**config.mk**
```make
export PLATFORM = sky130hd
export DESIGN_NAME = dmac_apb_master_flat
export DESIGN_NICKNAME = d
export VERILOG_FILES = /design/src/rtl/dmac_apb_pkg.sv /design/src/rtl/dmac_apb_master_if.sv /design/src/rtl/dmac_apb_master.sv /design/src/flat_wrapper.sv
export SDC_FILE = /design/constraint.sdc
export NUM_CORES = 1
export LEC_CHECK = 0
export CAP_MARGIN = 20
export CORE_UTILIZATION = 40
export DETAILED_ROUTE_END_ITERATION = 12
export GPL_TIMING_DRIVEN = 0
export PLACE_DENSITY = 0.87
export SETUP_SLACK_MARGIN = 0.5
export SLEW_MARGIN = 0
export SYNTH_ARGS = -nofsm -noshare
export SYNTH_HDL_FRONTEND = slang
export SYNTH_SLANG_ARGS = --single-unit
```
**constraint.sdc**
```tcl
create_clock -name clk -period 2.4 [get_ports clk]
set_input_delay 0.48 -clock clk [delete_from_list [all_inputs] [get_ports clk]]
set_output_delay 0.48 -clock clk [all_outputs]
set_load 0.03 [all_outputs]
```
**src/rtl/dmac_apb_pkg.sv**
```systemverilog
// Shared types for the DMAC APB requester and the sequencer that feeds it.
// Holds the requester states, the bus widths and the command record.
package dmac_apb_pkg;

    localparam int APB_ADDR_W = 12;
    localparam int APB_DATA_W = 32;

    typedef enum logic [1:0] {
        IDLE   = 2'd0,
        SETUP  = 2'd1,
        ACCESS = 2'd2,
        RESP   = 2'd3
    } state_t;

    typedef struct packed {
        logic                  write;
        logic [APB_ADDR_W-1:0] addr;
        logic [APB_DATA_W-1:0] wdata;
    } apb_cmd_t;

endpackage

```
**src/rtl/dmac_apb_master_if.sv**
```systemverilog
// Command, APB and response channels of the DMAC APB requester.
// The master modport is the requester's view; slave is the view of whatever surrounds it.
interface dmac_apb_master_if #(
    parameter int ADDR_W = dmac_apb_pkg::APB_ADDR_W,
    parameter int DATA_W = dmac_apb_pkg::APB_DATA_W
);
    logic              cmd_valid_i;
    logic              cmd_ready_o;
    logic              cmd_write_i;
    logic [ADDR_W-1:0] cmd_addr_i;
    logic [DATA_W-1:0] cmd_wdata_i;

    logic              psel_o;
    logic              penable_o;
    logic [ADDR_W-1:0] paddr_o;
    logic              pwrite_o;
    logic [DATA_W-1:0] pwdata_o;
    logic              pready_i;
    logic [DATA_W-1:0] prdata_i;
    logic              pslverr_i;

    logic              rsp_valid_o;
    logic              rsp_ready_i;
    logic [DATA_W-1:0] rsp_rdata_o;
    logic              rsp_err_o;
    logic              rsp_timeout_o;

    modport master (
        input  cmd_valid_i, cmd_write_i, cmd_addr_i, cmd_wdata_i,
        output cmd_ready_o,
        output psel_o, penable_o, paddr_o, pwrite_o, pwdata_o,
        input  pready_i, prdata_i, pslverr_i,
        output rsp_valid_o, rsp_rdata_o, rsp_err_o, rsp_timeout_o,
        input  rsp_ready_i
    );

    modport slave (
        output cmd_valid_i, cmd_write_i, cmd_addr_i, cmd_wdata_i,
        input  cmd_ready_o,
        input  psel_o, penable_o, paddr_o, pwrite_o, pwdata_o,
        output pready_i, prdata_i, pslverr_i,
        input  rsp_valid_o, rsp_rdata_o, rsp_err_o, rsp_timeout_o,
        output rsp_ready_i
    );

endinterface

```
**src/rtl/dmac_apb_master.sv**
```systemverilog
// Turns one valid/ready command into one APB SETUP+ACCESS transfer and returns a response.
// Latency: accept cycle N, SETUP N+1, ACCESS N+2, response from N+3 with zero wait states.
// Backpressure: cmd_ready only in IDLE; the response is held until rsp_ready, and pready stalls are aborted after TIMEOUT_CYCLES.
module dmac_apb_master
    import dmac_apb_pkg::*;
#(
    parameter int ADDR_W         = APB_ADDR_W,
    parameter int DATA_W         = APB_DATA_W,
    parameter int TIMEOUT_CYCLES = 16
) (
    input  logic                 clk,
    input  logic                 rst_n,
    dmac_apb_master_if.master    bus
);

    localparam int             CNT_W    = $clog2(TIMEOUT_CYCLES + 1);
    localparam logic [CNT_W-1:0] CNT_LAST = CNT_W'(TIMEOUT_CYCLES - 1);

    state_t           state;
    state_t           state_nxt;
    logic [CNT_W-1:0] cnt;
    logic [DATA_W-1:0] rdata_done;

    assign bus.cmd_ready_o = (state == IDLE);

    // Read data is only returned for clean read completions.
    assign rdata_done = (!bus.pwrite_o && !bus.pslverr_i) ? bus.prdata_i : DATA_W'(0);

    always_comb begin
        state_nxt = state;
        case (state)
            IDLE:    if (bus.cmd_valid_i) state_nxt = SETUP;
            SETUP:   state_nxt = ACCESS;
            ACCESS:  if (bus.pready_i || cnt == CNT_LAST) state_nxt = RESP;
            RESP:    if (bus.rsp_ready_i) state_nxt = IDLE;
            default: state_nxt = IDLE;
        endcase
    end

    always_ff @(posedge clk) begin
        if (!rst_n) begin
            state             <= IDLE;
            cnt               <= '0;
            bus.psel_o        <= 1'b0;
            bus.penable_o     <= 1'b0;
            bus.paddr_o       <= '0;
            bus.pwrite_o      <= 1'b0;
            bus.pwdata_o      <= '0;
            bus.rsp_valid_o   <= 1'b0;
            bus.rsp_rdata_o   <= '0;
            bus.rsp_err_o     <= 1'b0;
            bus.rsp_timeout_o <= 1'b0;
        end else begin
            state         <= state_nxt;
            bus.psel_o    <= (state_nxt == SETUP) || (state_nxt == ACCESS);
            bus.penable_o <= (state_nxt == ACCESS);
            case (state)
                IDLE: begin
                    if (bus.cmd_valid_i) begin
                        bus.paddr_o  <= bus.cmd_addr_i;
                        bus.pwrite_o <= bus.cmd_write_i;
                        bus.pwdata_o <= bus.cmd_wdata_i;
                    end
                end
                SETUP: cnt <= '0;
                ACCESS: begin
                    if (bus.pready_i) begin
                        bus.rsp_valid_o   <= 1'b1;
                        bus.rsp_rdata_o   <= rdata_done;
                        bus.rsp_err_o     <= bus.pslverr_i;
                        bus.rsp_timeout_o <= 1'b0;
                    end else if (cnt == CNT_LAST) begin
                        bus.rsp_valid_o   <= 1'b1;
                        bus.rsp_rdata_o   <= '0;
                        bus.rsp_err_o     <= 1'b1;
                        bus.rsp_timeout_o <= 1'b1;
                    end else begin
                        cnt <= cnt + CNT_W'(1);
                    end
                end
                RESP: begin
                    if (bus.rsp_ready_i) begin
                        bus.rsp_valid_o   <= 1'b0;
                        bus.rsp_rdata_o   <= '0;
                        bus.rsp_err_o     <= 1'b0;
                        bus.rsp_timeout_o <= 1'b0;
                    end
                end
                default: ;
            endcase
        end
    end

endmodule
```
**src/flat_wrapper.sv**
```systemverilog
// flat-port wrapper written by rule: the top's interface ports become plain ports
module dmac_apb_master_flat import dmac_apb_pkg::*;
#(
    parameter int ADDR_W         = APB_ADDR_W,
    parameter int DATA_W         = APB_DATA_W,
    parameter int TIMEOUT_CYCLES = 16
)
  (clk, rst_n, bus_cmd_valid_i, bus_cmd_write_i, bus_cmd_addr_i, bus_cmd_wdata_i, bus_cmd_ready_o, bus_psel_o, bus_penable_o, bus_paddr_o, bus_pwrite_o, bus_pwdata_o, bus_pready_i, bus_prdata_i, bus_pslverr_i, bus_rsp_valid_o, bus_rsp_rdata_o, bus_rsp_err_o, bus_rsp_timeout_o, bus_rsp_ready_i);
  dmac_apb_master_if #(.ADDR_W(ADDR_W), .DATA_W(DATA_W)) bus_i ();
  input  logic clk;
  input  logic rst_n;
  input wire logic [$bits(bus_i.cmd_valid_i)-1:0] bus_cmd_valid_i;
  input wire logic [$bits(bus_i.cmd_write_i)-1:0] bus_cmd_write_i;
  input wire logic [$bits(bus_i.cmd_addr_i)-1:0] bus_cmd_addr_i;
  input wire logic [$bits(bus_i.cmd_wdata_i)-1:0] bus_cmd_wdata_i;
  output wire logic [$bits(bus_i.cmd_ready_o)-1:0] bus_cmd_ready_o;
  output wire logic [$bits(bus_i.psel_o)-1:0] bus_psel_o;
  output wire logic [$bits(bus_i.penable_o)-1:0] bus_penable_o;
  output wire logic [$bits(bus_i.paddr_o)-1:0] bus_paddr_o;
  output wire logic [$bits(bus_i.pwrite_o)-1:0] bus_pwrite_o;
  output wire logic [$bits(bus_i.pwdata_o)-1:0] bus_pwdata_o;
  input wire logic [$bits(bus_i.pready_i)-1:0] bus_pready_i;
  input wire logic [$bits(bus_i.prdata_i)-1:0] bus_prdata_i;
  input wire logic [$bits(bus_i.pslverr_i)-1:0] bus_pslverr_i;
  output wire logic [$bits(bus_i.rsp_valid_o)-1:0] bus_rsp_valid_o;
  output wire logic [$bits(bus_i.rsp_rdata_o)-1:0] bus_rsp_rdata_o;
  output wire logic [$bits(bus_i.rsp_err_o)-1:0] bus_rsp_err_o;
  output wire logic [$bits(bus_i.rsp_timeout_o)-1:0] bus_rsp_timeout_o;
  input wire logic [$bits(bus_i.rsp_ready_i)-1:0] bus_rsp_ready_i;
  assign bus_i.cmd_valid_i = bus_cmd_valid_i;
  assign bus_i.cmd_write_i = bus_cmd_write_i;
  assign bus_i.cmd_addr_i = bus_cmd_addr_i;
  assign bus_i.cmd_wdata_i = bus_cmd_wdata_i;
  assign bus_cmd_ready_o = bus_i.cmd_ready_o;
  assign bus_psel_o = bus_i.psel_o;
  assign bus_penable_o = bus_i.penable_o;
  assign bus_paddr_o = bus_i.paddr_o;
  assign bus_pwrite_o = bus_i.pwrite_o;
  assign bus_pwdata_o = bus_i.pwdata_o;
  assign bus_i.pready_i = bus_pready_i;
  assign bus_i.prdata_i = bus_prdata_i;
  assign bus_i.pslverr_i = bus_pslverr_i;
  assign bus_rsp_valid_o = bus_i.rsp_valid_o;
  assign bus_rsp_rdata_o = bus_i.rsp_rdata_o;
  assign bus_rsp_err_o = bus_i.rsp_err_o;
  assign bus_rsp_timeout_o = bus_i.rsp_timeout_o;
  assign bus_i.rsp_ready_i = bus_rsp_ready_i;
  dmac_apb_master #(.ADDR_W(ADDR_W), .DATA_W(DATA_W), .TIMEOUT_CYCLES(TIMEOUT_CYCLES)) u_core (.clk(clk), .rst_n(rst_n), .bus(bus_i));
endmodule
```
# Word-level counts from Yosys, hierarchy flattened
# Index checks and enable logic that the tools add are counted.
[op_classes]
add_sub_neg = 1
n_mux = 20
reduce_logical = 11
eq_ne = 10
[ops]
columns = ["operator", "count"]
rows = [
  ["$mux W32", 4],
  ["$pmux W32 S2", 1],
  ["$mux W5", 2],
  ["$pmux W5 S2", 1],
  ["$pmux W2 S4", 1],
  ["$eq A2 B2 Y1 const B", 3],
  ["$mux W2", 3],
  ["$ne A2 B2 Y1 const B", 3],
  ["$pmux W1 S2", 3],
  ["$reduce_and A3 Y1", 2],
  ["$add A5 B1 Y5 const B", 1],
  ["$eq A5 B4 Y1 const B", 1],
  ["$mux W1", 5],
  ["$eq A2 B1 Y1 const B", 2],
  ["$reduce_bool A2 Y1", 2],
  ["$ne A3 B2 Y1 const B", 1],
  ["$logic_not A1 Y1", 2],
  ["$logic_not A2 Y1", 1],
  ["$logic_or A1 B1 Y1", 2],
  ["$reduce_and A2 Y1", 1],
  ["$logic_and A1 B1 Y1", 1],
]
[word_totals]
register_bits = 89
out_inout_bits = 83

# Logic depth before layout (Yosys ltp)
# Gate-level depths: netlist (run 1).
[logic_depth]
word_depth = 6
ltp_mapped = 8
depth_no_buf = 7

# Worst setup path before layout (run 1)
# No wires, ideal clock.
[synth_timing]
kind = "reg2reg"
start = "register u_core.cnt[0]"
end = "register u_core.bus.psel_o"
n_path_buf = 1
path_slack_ns = 0.356
arrival_time_ns = 1.979
stages_incl_launch_ff = 9
period_less_slack_ns = 2.044
cell_sequence = "dfxtp_1 > ha_1 > and3_1 > ha_1 > o31a_1 > buf_2 > a21oi_1 > ha_1 > nor2b_1"
[synth_between]
elab_chain_len = 6
elab_cells_between_ends = 7
cone_classes = "eq/ne (3); mux (2); reduce/logical (2)"
[synth_rtl]
columns = ["item", "line", "rtl"]
rows = [
  ["start, declared", "dmac_apb_master.sv:21", "logic [CNT_W-1:0] cnt;"],
  ["start signal, assigned", "dmac_apb_master.sv:78", "cnt <= cnt + CNT_W'(1);"],
  ["$eq A5 B4 Y1 *", "dmac_apb_master.sv:34", "ACCESS: if (bus.pready_i || cnt == CNT_LAST) state_nxt = RESP;"],
  ["$logic_or A1 B1 Y1 *", "dmac_apb_master.sv:34", ""],
  ["$mux W2 *", "dmac_apb_master.sv:34", ""],
  ["$pmux W2 S4 *", "dmac_apb_master.sv:31", "case (state)"],
  ["$eq A2 B1 Y1 or $eq A2 B2 Y1 (tied branches)", "dmac_apb_master.sv:55", "bus.psel_o <= (state_nxt == SETUP) || (state_nxt == ACCESS);"],
  ["$logic_or A1 B1 Y1 *", "dmac_apb_master.sv:55", ""],
  ["end signal, assigned", "dmac_apb_master.sv:55", ""],
  ["end, declared", "dmac_apb_master_if.sv:31", "output psel_o, penable_o, paddr_o, pwrite_o, pwdata_o,"],
]
# Every way passes the cells marked *; elsewhere a longest branch is shown, timed or not.
# A chain may end at the register's enable or synchronous reset.

# Final worst setup path (run 1)
[layout_timing]
start = "register u_core.bus.rsp_rdata_o[11]"
end = "output port bus_rsp_rdata_o[11]"
[layout_lines]
columns = ["item", "line", "rtl"]
rows = [
  ["start, declared", "dmac_apb_master_if.sv:33", "output rsp_valid_o, rsp_rdata_o, rsp_err_o, rsp_timeout_o,"],
  ["start signal, assigned", "dmac_apb_master.sv:69", "bus.rsp_rdata_o <= rdata_done;"],
  ["end, declared", "flat_wrapper.sv:26", "output wire logic [$bits(bus_i.rsp_rdata_o)-1:0] bus_rsp_rdata_o;"],
]
# No word-level cell between the ends.

==> qor.yml, run 1 <==
slowest_stage: "clkdlybuf4s50_1"
syn_to_final_growth_pct: 65.6
leakage_uw: 0.00260
dp.cells: 623
drive_above_1_share: 0.113
rsz0062_at_grt: "no"
ys_seq_area_frac: 0.532
hold_depth: 2
layout.cells.non_filler: 647
numCtsBuffers: 9
yosys_register_bits: 89
syn-num-nets: 440
final_cell_mix: "clkdlybuf4s50_1 (131), nand2_1 (99), dfxtp_1 (87)"
start_util: 0.410
hold_buffers: 0
grt_pass1_vias: 3107
insertion_delay_ps: 360
cap_violations: 0
path_max_fanout: 2
period_share: 0.781
power_uw: 3470
rows: 33
crit_family: "buffers and inverters"
tightest_slew_ps: 502
layout_commonest_cell: "clkdlybuf4s50_1"
end_kind: "output pin"
cp.required_ps: 1920
wirelength_um: 9460
die_w_um: 93.5
grtUsageTotal: 0.210
drv_slew: 0
fin_util: 0.679
first_pass_iters: 4
wl_per_cell_um: 14.6
cp.arrival_ps: 1390
path_buf_inv: 1
antenna_cells: 0
critical_path_depth: 1
initialDrtViolationCount: 100
cts-root-buf: "clkbuf_8"
post-route-cell-area_um2: 5550
postPlaceCellArea_um2: 5140
fin_crit_ps: 1870
clkSinkCount: 89
path_cells: "clkdlybuf4s50_1"
slowest_delay_ps: 680
dr_total_vias: 3200
cts_buffer_depth: 2
dieArea_um2: 8750
cp-start-kind: "flip-flop"
overflow: 0
clk_pin_slew_ps: 100
synthCells: 354
power_density_nw_per_um2: 625
routed_via_density: 4.95
yosys_warnings: 0
ioPinCount: 166
fin_skew_ps: 15.8
ir_drop_uv: 440
cts_tree: "yes"
dpl.hpwl_um: 6670
finalHoldViolCount: 0
drtAntennaViolNets: 0
routabilityCongestion: 0.791
grt_max_degree: 17
htreeDepth: 3
antenna_found_initial: 0
grt_pass1_wl_um: 14500
max_freq_mhz: 534
fin_nets: 623
numPortBuffers: 164
status: "finished clean"
critPathKind: "reg -> out"
synth_area_um2: 3350
dieHeight_um: 93.5
setup-tns-final_ps: 0
core_um2: 8180
min_path_type: "reg -> reg"
relSlewSlack: 0.665
syn_area_per_cell_um2: 9.47
reg2reg_depth: 8
setup_viol: 0
fillers: 636
yosys.cell_types.count: 38
drc: 0
[cells by family after synthesis]
logic type	share of synthesized area
simple gates	0.168
compound gates	0.236
flops	0.532
buf+inv	0.0493
fa+ha+maj	0.0112
mux	0.00299
[final cells by class]
| type | instances | area (µm²) | area share |
|---|---|---|---|
| buffer | 27 | 163 | 0.0293 |
| clock buffer | 9 | 124 | 0.0223 |
| clock inverter | 7 | 101 | 0.0183 |
| inverter | 4 | 15.0 | 0.00271 |
| multi-input combinational | 234 | 1450 | 0.261 |
| sequential | 89 | 1780 | 0.322 |
| tap | 105 | 131 | 0.0237 |
| timing repair buffer | 172 | 1780 | 0.321 |
[stage by stage]
step           hold WS, ps  setup slack, ps
6_report               457              526
5_1_grt                477              490
4_1_cts                445              500
3_5_place_dp           447              320
3_3_place_gp           440              389
2_1_floorplan          452              510
[sequential cells by signal, indices dropped and copies added (netlist names)]
| register | flops |
|---|---|
| u_core.bus.rsp_err_o | 1 |
| u_core.cnt | 5 |
| u_core.bus.psel_o | 1 |
| u_core.bus.rsp_rdata_o | 32 |
| u_core.bus.rsp_timeout_o | 1 |
| u_core.bus.penable_o | 1 |
| u_core.bus.paddr_o | 12 |
| u_core.bus.pwrite_o | 1 |
| u_core.bus.rsp_valid_o | 1 |
| u_core.state | 2 |
| u_core.bus.pwdata_o | 32 |
[routing by layer]
| layer | GRT usage | up-vias | routed length, µm |
|---|---|---|---|
| li1 | - | 1582 | - |
| met1 | 0.253 | 1485 | 3960 |
| met2 | 0.365 | 113 | 4700 |
| met3 | 0.0350 | 20 | 563 |
| met4 | 0.0910 | 0 | 232 |
| met5 | 0 | - | 0 |
[synthesized netlist by cell type]
| cell | n | area [µm²] |
|---|---|---|
| buf_4 | 2 | 15.0 |
| nor2b_1 | 5 | 31.3 |
| nand2_1 | 99 | 372 |
| a21boi_1 | 8 | 60.1 |
| a32o_1 | 1 | 10.0 |
| a21boi_0 | 38 | 285 |
| nand3_1 | 5 | 25.0 |
| nor2_1 | 2 | 7.51 |
| ha_1 | 3 | 37.5 |
| o31a_1 | 1 | 8.76 |
| buf_6 | 3 | 33.8 |
| o21bai_1 | 1 | 7.51 |
| nand4bb_1 | 1 | 11.3 |
| and3_1 | 2 | 12.5 |
| clkbuf_1 | 7 | 26.3 |
| dfxtp_1 | 89 | 1780 |
| a21boi_4 | 1 | 18.8 |
| o21a_1 | 1 | 7.51 |
| and4b_1 | 1 | 10.0 |
| o21ai_0 | 3 | 15.0 |
| a21oi_1 | 11 | 55.1 |
| clkbuf_2 | 1 | 5.00 |
| nor4_1 | 1 | 6.26 |
| a31o_2 | 6 | 52.6 |
| o22ai_1 | 2 | 12.5 |
| a22oi_1 | 3 | 22.5 |
| nor3b_1 | 2 | 15.0 |
| and2_0 | 1 | 6.26 |
| mux2i_1 | 1 | 10.0 |
| o32ai_1 | 1 | 8.76 |
| buf_2 | 14 | 70.1 |
| or3b_1 | 1 | 8.76 |
| inv_1 | 4 | 15.0 |
| a22o_1 | 26 | 228 |
| nor4b_1 | 2 | 17.5 |
| nand2b_1 | 2 | 12.5 |
| nor3_4 | 1 | 16.3 |
| and2_1 | 2 | 12.5 |
[path summary, 6_finish.rpt]
path / to / slack [ps] / startpoint
max reg2reg: u_core.bus.psel_o / 540 / u_core.cnt[0]
min reg2reg: u_core.bus.paddr_o[10] / 460 / u_core.bus.paddr_o[10]
min: u_core.bus.paddr_o[10] / 460 / u_core.bus.paddr_o[10]
max: bus_rsp_rdata_o[11] / 530 / u_core.bus.rsp_rdata_o[11]
[report_power, final]
part	internal [µW]	switching, µW
Combinational	340	366
Clock	596	571
Sequential	1550	40.0
Total	2490	977
[what timing repair did]
action                     CTS  global route
setup endpoints to repair   35            60
pin swaps                    3             2
gates resized for setup     12            38
hold endpoints to repair     0             0
gates cloned                 0             2
buffers inserted             4             2
Power figures use the tool's default switching activity.
==> run 2: changes to the inputs <==
==> constraint.sdc (replaced) <==
create_clock -name clk -period 1.8 [get_ports clk]
set_input_delay 0.36 -clock clk [delete_from_list [all_inputs] [get_ports clk]]
set_output_delay 0.36 -clock clk [all_outputs]
set_load 0.03 [all_outputs]
==> run 2 against run 1 <==
  * The flow now finishes with violations (negative setup slack)
  * Critical path type is now reg -> reg
  * Count of clock-buffer cells in the layout rose by 2
  * Die area did not move
  * Non-clock buffer count rose by 8
  * Final area rose by 1.0%
  * Utilization rose by 0.70 points
  * Combinational power rose by 52%
  * Wire length rose by 6.4%
  * Sequential power rose by 35%
  * First-iteration DRC count rose by 14%
==> qor.yml, run 2 (same netlist as run 1, synthesis figures left out) <==
status: "complete, but fails checks"
violations: "negative setup slack"
rsz0062_at_grt: "yes"
cp-start-kind: "flip-flop"
dpl.hpwl_um: 6760  # +1.3%
cp-startpoint: "u_core.cnt[0]"
dp.cells: 623  # unchanged
cts_tree: "yes"
cts_buffer_depth: 2  # unchanged
period_share: 1.02
overflow: 0  # unchanged
routed_via_density: 4.97  # +0.41%
leakage_uw: 0.00244  # -6.3%
min_path_type: "in -> reg"
antenna_cells: 0  # unchanged
cp.arrival_ps: 2120  # +730 ps
initialDrtViolationCount: 114  # +14%
core_um2: 8180  # unchanged
drv_slew: 0  # unchanged
start_util: 0.410  # unchanged
max_freq_mhz: 543
clk_pin_slew_ps: 90  # about the same
routabilityCongestion: 0.774  # -2.1%
critPathKind: "reg -> reg"
top_regs: "u_core.bus.pwdata_o x32, u_core.bus.rsp_rdata_o x32, u_core.bus.paddr_o x12"
ioPinCount: 166  # unchanged
relSlewSlack: 0.672  # +0.00706
setup_ws_ps: -41.7  # -568 ps
layout_commonest_cell: "dfxtp_1"
r2r-end: "u_core.bus.psel_o"
crit_end: "u_core.bus.psel_o"
pwr-share-clk: 0.320  # -0.017
wl_per_cell_um: 15.4  # +5.1%
grt_pass1_wl_um: 14900  # +2.7%
syn_to_final_growth_pct: 67.3
cp.required_ps: 2080  # +160 ps
drive_above_1_share: 0.402  # +0.289
grt_pass1_vias: 3088  # -0.61%
p_seq_frac: 0.453  # -0.006
dr_total_vias: 3253  # +1.7%
htreeDepth: 3  # unchanged
grt_max_degree: 15  # -2
fin_skew_ps: 15.5  # -0.301 ps
rows: 33  # unchanged
wirelength_um: 10100  # +6.4%
clkSinkCount: 89  # unchanged
final_cell_mix: "dfxtp_1 (84), clkdlybuf4s50_1 (80), buf_2 (57)"
r2r-start: "u_core.cnt[0]"
power_switching_uw: 1330  # +36%
power_density_nw_per_um2: 843  # +35%
path_max_fanout: 3  # +1
fin_crit_ps: 1840
fin_nets: 631  # +1.3%
insertion_delay_ps: 350  # about the same
drc: 0  # unchanged
reg2reg_depth: 8  # unchanged
cts-root-buf: "clkbuf_8"
drtAntennaViolNets: 0  # unchanged
setup_viol: 5  # +5
ir_drop_uv: 496  # +13%
end_kind: "flip-flop"
dieHeight_um: 93.5  # unchanged
numCtsBuffers: 9  # unchanged
antenna_found_initial: 0  # unchanged
dieArea_um2: 8750  # unchanged
p_int_uw: 3390  # +36%
switching_share: 0.282  # +0.000384
tightest_slew_ps: 491  # -10.6 ps
finalHoldViolCount: 0  # unchanged
die_w_um: 93.5  # unchanged
first_pass_iters: 4  # unchanged
layout.cells.non_filler: 655  # +1.2%
power_uw: 4720  # +36%
combPwrFrac: 0.227  # +0.023
numPortBuffers: 164  # unchanged
grtUsageTotal: 0.219  # +0.00927
cap_violations: 0  # unchanged
r2r_slack_ps: -40  # -580 ps
==> run 2: critical path, stage by stage, from the launching register on <==
cell and delay, ps:
dfxtp_4 370, ha_4 160, and3_4 180, ha_4 150
o31a_1 300, buf_6 150, a21oi_4 150, ha_4 210
nor2b_1 100
==> run 2: through the flow <==
stage | area (µm²) | hold slack [ps] | setup WS, ps | util | setup TNS [ps]
after floorplan | 3390 | 443 | 7.67 | - | 0
after global placement | 5160 | 442 | -80.2 | 0.631 | -1800
after detailed placement | 5160 | 449 | -131 | 0.631 | -3890
after CTS | 5300 | 326 | -68.3 | 0.648 | -1340
after global routing | 5610 | 397 | -109 | 0.686 | -776
final | 5610 | 394 | -41.7 | 0.686 | -109
==> run 2: how the worst min path moves through the flow <==
stage                                       start                      end  cells past startpoint
final                                bus_pready_i            u_core.cnt[2]                      3
after global routing                 bus_pready_i            u_core.cnt[2]                      3
after CTS                            bus_pready_i            u_core.cnt[2]                      3
after detailed placement  u_core.bus.pwdata_o[13]  u_core.bus.pwdata_o[13]                      2
after global placement     u_core.bus.paddr_o[10]   u_core.bus.paddr_o[10]                      2
after floorplan                     u_core.cnt[4]            u_core.cnt[4]                      2
==> run 2: final cells by class <==
cell class | count | area, µm²
buffer | 27 | 258
clock inverter | 5 | 78.8
sequential | 89 | 1790
inverter | 4 | 15.0
timing repair buffer | 180 | 1470
clock buffer | 11 | 141
multi-input combinational | 234 | 1710
tap | 105 | 131
fill | 640 | 2570
==> run 2: metal layers <==
layer | vias up | part of all wire | GRT usage
met1 | 1536 | 0.41 | 0.262
met5 | - | 0 | 0
met4 | 0 | 0.023 | 0.0872
met3 | 18 | 0.048 | 0.0325
li1 | 1595 | - | -
met2 | 104 | 0.52 | 0.392
==> run 2: what timing repair did <==
action | in CTS | in global routing
cloned | 4 | 1
endpoints found under the setup margin | 172 | 116
setup buffers | 9 | 2
resized for setup | 528 | 99
hold buffers | 0 | 0
pin swaps | 19 | 17
==> run 2: power by group through the flow <==
| stage | sequential (µW) | combinational, µW | clock (µW) |
|---|---|---|---|
| 2_1_floorplan | 2350 | 287 | 0 |
| 3_3_place_gp | 2160 | 911 | 0 |
| 3_5_place_dp | 2170 | 926 | 0 |
| 4_1_cts | 2130 | 980 | 1550 |
| 5_1_grt | 2150 | 1140 | 1630 |
| 6_report | 2140 | 1070 | 1510 |
==> run 3: changes to the inputs <==
--- a/config.mk
+++ b/config.mk
@@ -6,10 +6,10 @@
 export NUM_CORES = 1
 export LEC_CHECK = 0
 export CAP_MARGIN = 20
-export CORE_UTILIZATION = 40
+export CORE_UTILIZATION = 43
 export DETAILED_ROUTE_END_ITERATION = 12
 export GPL_TIMING_DRIVEN = 0
-export PLACE_DENSITY = 0.87
+export PLACE_DENSITY = 0.92
 export SETUP_SLACK_MARGIN = 0.5
 export SLEW_MARGIN = 0
 export SYNTH_ARGS = -nofsm -noshare
==> constraint.sdc (replaced) <==
create_clock -name clk -period 2.23 [get_ports clk]
set_input_delay 0.446 -clock clk [delete_from_list [all_inputs] [get_ports clk]]
set_output_delay 0.446 -clock clk [all_outputs]
set_load 0.03 [all_outputs]
==> run 3 against run 2 <==
  * The run now ends clean
  * Clock power fell by 18%
  * Final area fell by 2.0%
  * Combinational power fell by 30%
  * First-iteration DRC count fell by 18%
  * Power fell by 21%
  * Fmax fell by 0.32%
  * Worst hold slack improved by 47 ps
  * Sequential share of layout area rose by 0.56 points
  * Sequential cell count did not move
  * Count of clock-buffer cells in the layout rose by 1
  * Largest power group unchanged
  * Highest routed layer unchanged
==> qor.yml, run 3 (same netlist as run 1, synthesis figures left out) <==
status: "finished clean"
setup_viol: 0  # -5
dp.cells: 617  # -0.96%
leakage_uw: 0.00246  # +0.96%
initialDrtViolationCount: 93  # -18%
layout.cells.non_filler: 644  # -1.7%
cp-startpoint: "u_core.cnt[0]"
dieHeight_um: 90.3  # -3.5%
antenna_found_initial: 0  # unchanged
fin_crit_ps: 1850  # +5.87 ps
hp-start: "bus_pready_i"
antenna_cells: 0  # unchanged
dr_total_vias: 3249  # -0.12%
grt_pass1_vias: 3136  # +1.6%
numPortBuffers: 164  # unchanged
insertion_delay_ps: 350  # about the same
finalHoldViolCount: 0  # unchanged
wl_per_cell_um: 15.3  # -0.62%
layout_commonest_cell: "nand2_1"
tightest_slew_ps: 487  # -4.16 ps
routabilityCongestion: 0.796  # +2.9%
die_w_um: 90.3  # -3.5%
routed_via_density: 5.05  # +1.6%
cap_violations: 0  # unchanged
ioPinCount: 166  # unchanged
core_um2: 7410  # -9.4%
setup-tns-final_ps: 0  # +109 ps
max_freq_mhz: 541  # -0.32%
grt_pass1_wl_um: 15200  # +2.3%
min_path_type: "in -> reg"
cp-start-kind: "flip-flop"
fin_skew_ps: 10.3  # -5.18 ps
cts-root-buf: "clkbuf_8"
clkSinkCount: 89  # unchanged
critPathKind: "reg -> reg"
end_kind: "flip-flop"
cts_tree: "yes"
dpl.hpwl_um: 6810  # +0.68%
period_share: 0.828  # -0.195
grtUsageTotal: 0.235  # +0.0165
numCtsBuffers: 9  # unchanged
rsz0062_at_grt: "yes"
final_cell_mix: "nand2_1 (99), dfxtp_1 (86), dlygate4sd2_1 (82)"
drv_slew: 0  # unchanged
drc: 0  # unchanged
crit_end: "u_core.bus.psel_o"
dieArea_um2: 8150  # -6.8%
relSlewSlack: 0.675  # +0.00277
rows: 31  # -6.1%
cp.required_ps: 2510  # +430 ps
wirelength_um: 9840  # -2.3%
fin_nets: 626  # -0.79%
overflow: 0  # unchanged
r2r_slack_ps: 380  # +420 ps
clk_pin_slew_ps: 80  # about the same
drtAntennaViolNets: 0  # unchanged
start_util: 0.452  # +0.0424
htreeDepth: 3  # unchanged
cp.arrival_ps: 2130  # about the same
grt_max_degree: 15  # unchanged
cts_buffer_depth: 2  # unchanged
path_max_fanout: 3  # unchanged
top_regs: "u_core.bus.pwdata_o x32, u_core.bus.rsp_rdata_o x32, u_core.bus.paddr_o x12"
syn_to_final_growth_pct: 64.0
r2r-start: "u_core.cnt[0]"
hold_depth: 3  # unchanged
ir_drop_uv: 414  # -16%
power_density_nw_per_um2: 675  # -20%
first_pass_iters: 4  # unchanged
drive_above_1_share: 0.123  # -0.279
r2r-end: "u_core.bus.psel_o"
reg2reg_depth: 8  # unchanged
==> run 3: cell count changes in the layout (fill, tap and decap cells not counted), moves of 25 or more <==
cell and delta:
a21boi_0 +37, a21boi_1 -25, nand2_1 +43, dlygate4sd2_1 +80
nand2_2 -32, buf_2 -47
==> run 3: worst min-delay path by stage <==
stage                                          to  slack (ps)
after floorplan                     u_core.cnt[4]         450
after global placement    u_core.bus.pwdata_o[21]         440
after detailed placement  u_core.bus.pwdata_o[14]         450
after CTS                           u_core.cnt[2]         400
after global routing                u_core.cnt[2]         410
final                               u_core.cnt[2]         440
==> run 3: where the power goes <==
group / leakage (µW) / switching (µW) / internal (µW)
registers: 0.000727 / 43.3 / 1670
clock network: 0.000109 / 549 / 693
logic: 0.00163 / 409 / 344
total: 0.00246 / 1000 / 2710
==> run 3: stage by stage <==
| step | cell area [µm²] | hold WS (ps) | worst slack, ps | utilization | power [µW] |
|---|---|---|---|---|---|
| after global placement | 5150 | 441 | 254 | 0.695 | 2480 |
| after detailed placement | 5150 | 455 | 158 | 0.695 | 2500 |
| final | 5490 | 442 | 382 | 0.742 | 3710 |
| after floorplan | 3380 | 452 | 438 | - | 2130 |
| after CTS | 5370 | 402 | 357 | 0.725 | 3680 |
| after global routing | 5490 | 406 | 331 | 0.742 | 3890 |
==> run 3: timing repair <==
action                     4_1_cts  5_1_grt
resized for setup               94       25
cloned                           1        2
setup endpoints to repair      119       46
hold buffers                     0        0
buffers inserted                 6        2
pin swaps                        8       14
==> run 3: worst max-delay path, cell delays in order (launching register included) <==
cell	delay (ps)
dfxtp_4	360
ha_4	150
and3_4	180
ha_4	160
o31a_1	310
buf_6	160
a21oi_4	150
ha_4	220
nor2b_1	100
==> run 3: final cells by class <==
cell class,count,area [µm²]
clock inverters,4,75.1
fillers,557,1910
clock buffers,12,155
flip-flops and latches,89,1790
plain buffers,27,178
repair buffers,175,1680
inverters,4,15.0
well taps,99,124
multi-input cells,234,1480
==> run 3: layer usage <==
layer / routed length, µm / GRT usage / share of wire
met1: 3930 / 0.273 / 0.40
met2: 5030 / 0.410 / 0.51
met3: 640 / 0.0589 / 0.065
met4: 240 / 0.102 / 0.024
met5: 0 / 0 / 0
